File: src/rtl/pc_sequencer_pkg.sv
// Shared definitions for the PC sequencer: state encoding, PC width and
// the sequential increment.
package pc_sequencer_pkg;
  localparam int PC_W = 32;
  localparam logic [PC_W-1:0] PC_INC = 32'd4;

  typedef enum logic [1:0] {
    ST_RUN   = 2'd0,
    ST_FLUSH = 2'd1,
    ST_EXC   = 2'd2,
    ST_HALT  = 2'd3
  } seq_state_t;

  // Redirect targets are always word aligned.
  function automatic logic [PC_W-1:0] word_align(input logic [PC_W-1:0] a);
    return {a[PC_W-1:2], 2'b00};
  endfunction
endpackage

File: src/rtl/pc_sequencer_adder.sv
// Sequential PC increment; wraps modulo 2^32.
module pc_adder
  import pc_sequencer_pkg::*;
(
  input  logic [PC_W-1:0] pc,
  output logic [PC_W-1:0] sum
);
  assign sum = pc + PC_INC;
endmodule

File: src/rtl/pc_sequencer.sv
// Next-PC selection and control FSM. The PC register lives outside; pc_next
// feeds it combinationally so redirects land one cycle later.
module pc_sequencer
  import pc_sequencer_pkg::*;
#(
  parameter logic [31:0] RESET_VECTOR = 32'h0000_0000,
  parameter logic [31:0] EXC_VECTOR   = 32'h0000_0080
) (
  input  logic        clk,
  input  logic        reset,
  input  logic [31:0] pc_cur,
  input  logic        stall,
  input  logic        branch_taken,
  input  logic [31:0] branch_target,
  input  logic        jump,
  input  logic [31:0] jump_target,
  input  logic        exc_req,
  input  logic        halt_req,
  input  logic        resume,
  output logic [31:0] pc_next,
  output logic        flush,
  output logic [31:0] epc,
  output logic [1:0]  state
);
  seq_state_t state_q, state_d;
  logic       exc_cnt;
  logic       exc_take;
  logic [31:0] pc_inc;

  pc_adder u_adder (.pc(pc_cur), .sum(pc_inc));

  assign state = state_q;

  always_comb begin
    state_d  = state_q;
    pc_next  = pc_inc;
    flush    = 1'b0;
    exc_take = 1'b0;
    if (reset) begin
      pc_next = RESET_VECTOR;
    end else begin
      case (state_q)
        ST_RUN: begin
          if (exc_req) begin
            exc_take = 1'b1;
          end else if (halt_req) begin
            pc_next = pc_cur;
            flush   = 1'b1;
            state_d = ST_HALT;
          end else if (stall) begin
            pc_next = pc_cur;
          end else if (jump) begin
            pc_next = word_align(jump_target);
            flush   = 1'b1;
            state_d = ST_FLUSH;
          end else if (branch_taken) begin
            pc_next = word_align(branch_target);
            flush   = 1'b1;
            state_d = ST_FLUSH;
          end
        end
        ST_FLUSH: begin
          flush = 1'b1;
          if (exc_req)    exc_take = 1'b1;
          else if (stall) pc_next = pc_cur;
          else            state_d = ST_RUN;
        end
        ST_EXC: begin
          // Requests are deliberately ignored until the handler entry settles.
          flush = 1'b1;
          if (exc_cnt) state_d = ST_RUN;
        end
        default: begin
          pc_next = pc_cur;
          if (exc_req)     exc_take = 1'b1;
          else if (resume) state_d = ST_RUN;
        end
      endcase
      if (exc_take) begin
        pc_next = EXC_VECTOR;
        flush   = 1'b1;
        state_d = ST_EXC;
      end
    end
  end

  always_ff @(posedge clk or posedge reset) begin
    if (reset) begin
      state_q <= ST_RUN;
      epc     <= '0;
      exc_cnt <= 1'b0;
    end else begin
      state_q <= state_d;
      if (exc_take) epc <= pc_cur;
      exc_cnt <= (state_q == ST_EXC) ? ~exc_cnt : 1'b0;
    end
  end
endmodule

File: config.mk
export PLATFORM = sky130hd
export DESIGN_NAME = pc_sequencer
export DESIGN_NICKNAME = d
export VERILOG_FILES = /design/src/rtl/pc_sequencer_pkg.sv /design/src/rtl/pc_sequencer_adder.sv /design/src/rtl/pc_sequencer.sv
export SDC_FILE = /design/constraint.sdc
export NUM_CORES = 1
export LEC_CHECK = 0
export ABC_AREA = 1
export CORE_MARGIN = 5
export CORE_UTILIZATION = 25
export DETAILED_ROUTE_END_ITERATION = 10
export PLACE_DENSITY = 0.5
export SKIP_LAST_GASP = 1
export SLEW_MARGIN = 40
export SYNTH_ARGS = -nofsm -noshare
export SYNTH_HDL_FRONTEND = slang
export SYNTH_SLANG_ARGS = --single-unit
File: constraint.sdc
create_clock -name clk -period 3.3 [get_ports clk]
set_input_delay 0.33 -clock clk [delete_from_list [all_inputs] [get_ports clk]]
set_output_delay 0.33 -clock clk [all_outputs]
set_load 0.1 [all_outputs]
==> impl_results.md <==
* Status: completed
* # diodes at 0
* Largest area contributor in the netlist: nand2_1
* Slew Limit Fails at 0
* Grt ovf at 0
* Max stage delay on crit path at 0.41 ns
* Arrival @ worst endpoint at ~2.7 ns
* Min Tclk post-route at 3.03 ns
* Top-count cell post-synth: nand2_1
* Register area share after synthesis at 0.192
* Unique masters post-synth at 34
* Power Total at 6.56 mW
* Post-route ant nets at 0
* Number of CTS-inserted buffers at 5
* Number of global-route vias before repair at 5,734
* Resized cells post-CTS at 0
* Final Hold Fails at 0
* Reg power frac at 0.118
* Slowest CP cell: dfrtp_1
* Post-cts hold buffer count at 0
* Detailed placement HPWL at 17.2 mm
* Slew @ Worst Pin at 0.577 ns
* Starting Density at 0.253
* Lkg Pwr at 3.24 nW
* Yosys warns at 0
* Vias at 6,030
* R2r setup slk at 1.09 ns
* DRC errors left at 0
* Met3 Use GR at 0.0287
* Fin crit share at 0.917
* DR pass1 iterations at 5
* M1 GR Usage at 0.301
* Worst setup margin at approximately 0.27 ns
* Predominant post-synthesis flop cell: dfrtp_1
* Comb pwr share at 0.800
* Total track usage at 0.195
* Top cells by area, synth: nand2_1 24%, dfrtp_1 19%, o21ai_0 10%
* Layout cells sized above 1 at 0.161
* Clock transition at path regs at 0.06 ns
* Net Sw Frac at 0.644
* Area grow syn2layout at 53.2%
* Core ar. at 18,000 um2
* Buffer depth of the longest clock path at 2
* Clock skew at a little over 0.007 ns
* RSZ-0062 raised after global routing: no
* WL/cell at 17.5 um
* GP Congestion at 0.917
* GR peak layer: met1
* Final setup fails at 0
* CTS tree: yes
* Hold WC Path Type: flip-flop to flip-flop
* Die X at 145 um
* Switching power at 4.22 mW
* Top cell type's share of synthesized area at 0.236
* Drt initial violations at 551
* Syn_nets at ~950
* Later-pin clock latency in the skew report at 0.28 ns
* Die area at between 20,000 and 25,000 um2
* Ys async rst share at 1.00
* CP Max Fanout at 17
* EDFF count, synth at 0
* Crit path buf inv count at 4
* Routing usage on met2 at 0.291
* Cell Pwr Density at around 940 nW/um2
* Row Count at 49
* Cell Area, Synth at 4550 um2
* Setup Buffers After CTS at 0
* H-tree depth at 2
* Ports at 171
* Req. time, crit path at 2.97 ns
* Worst Setup End Kind: primary output
* Final core area utilization at 0.388
* I/O Buffers at roughly 170
* First-pass GRT wire length at 33.4 mm
* Fillers at 2,003
* Die H at 145 um
* Synth Area per Inst at 5.39 um2
* Clock root buffer: clkbuf_16
* Slew headroom at 0.615
* Max cap viols at 0
* CP delay by family, top: compound AO/OA/AOI/OAI gates
* Most frequent cells after synthesis: 286 x nand2_1, 99 x inv_1, 94 x nor2_1, 94 x o21ai_0, 62 x a21oi_1
* Nets at 1,110
* Clk sinks at 35
* Register bit total from synthesis at 35
* Crit Path Category: flip-flop to primary output
* Initial antenna violation count at 0
* Worst vdd ir at between 800 and 900 uV
* Pre-CTS setup slack at 0.333 ns
* Achievable frequency at roughly 0.33 GHz
* Clock network fraction of total power at 0.082
* Crit-path cells: inv_1, ha_1, a21oi_1, inv_1, nor2_1, buf_12, o21ai_0, a21oi_1, nor2_2, buf_12
* Via-to-Cell Ratio at 4.90
* Final WL at between 20 and 25 mm
* Syn Inst Count at around 840
* Pint at around 2.3 mW
* Largest net degree at the start of global routing at 53
* Startpoint types: flip-flop
[power by group through the flow]
stage               Clock, mW  Sequential [mW]  Combinational [mW]
floorplan                   0             2.29                2.22
global placement            0            0.783                5.42
detailed placement          0            0.781                5.24
CTS                     0.552            0.774                5.25
global route            0.568            0.799                5.50
finish                  0.538            0.775                5.24
[cell families after synthesis]
group | count (synthesis) | synth area share
AO/OA/AOI/OAI | 214 | 0.266
adder cells (fa/ha/maj) | 5 | 0.0137
buffers and inverters | 148 | 0.124
flip-flops | 35 | 0.192
multiplexers | 4 | 0.00962
XOR/XNOR | 9 | 0.0190
AND/OR/NAND/NOR | 429 | 0.375
[final cells by class]
type | instances | area [um2] | share of cell area
Clock buffer | 5 | 125 | 0.0179
Clock inverter | 3 | 43.8 | 0.00628
Inverter | 105 | 394 | 0.0565
Multi-Input combinational cell | 661 | 3220 | 0.461
Sequential cell | 35 | 876 | 0.126
Tap cell | 229 | 287 | 0.0411
Timing Repair Buffer | 193 | 2030 | 0.291
[worst paths after layout]
check	startpoint	endpoint	cells past startpoint
max	state[0]	pc_next[10]	10
min	exc_cnt	exc_cnt	1
max reg2reg	state[0]	state[1]	10
min reg2reg	exc_cnt	exc_cnt	1
max in group asynchronous	reset	epc[20]	3
min in group asynchronous	reset	epc[7]	3
[state kept, by name, indices dropped and copies added, names as in the netlist]
signal	flops
epc	32
exc_cnt	1
state	2
[metal layers]
| metal | share of wire | up-vias | wire length (um) |
|---|---|---|---|
| met4 | 0.0090 | 0 | 193 |
| met3 | 0.072 | 14 | 1550 |
| met5 | 0 | - | 0 |
| li1 | - | 3041 | - |
| met2 | 0.43 | 247 | 9150 |
| met1 | 0.49 | 2728 | 10600 |
[cell usage in the layout, fill, tap and decap left out, drive strengths merged]
cell           netlist  routed
a22oi                4       4
o2111ai              2       2
a221oi               5       5
mux2i                1       1
a21oi               63      63
clkinv               1       3
o21ai               98      98
mux2                 3       3
ha                   5       5
inv                104     104
nand2              292     292
dfrtp               35      35
o22ai               16      16
a211oi               5       5
xor2                 9       9
a21o                 3       3
clkbuf              30       5
a31o                 1       1
nor3                 7       7
o221ai               6       6
buf                 13      95
nand4                2       2
nor2               104     104
bufinv               0       1
nand3               24      24
clkdlybuf4s50        0      98
o211ai               8       8
a311oi               3       3
[per-stage QoR]
stage / cells / hold slack (ns) / setup TNS, ns / area (um2)
finish: 1231 / 0.417 / 0 / 6970
floorplan: 844 / 0.390 / -0.398 / 4660
CTS: 1231 / 0.416 / 0 / 6970
global placement: 1223 / 0.403 / 0 / 6980
detailed placement: 1223 / 0.409 / 0 / 6810
global route: 1231 / 0.439 / 0 / 6970
No activity file was read; power rests on OpenSTA's default activity.
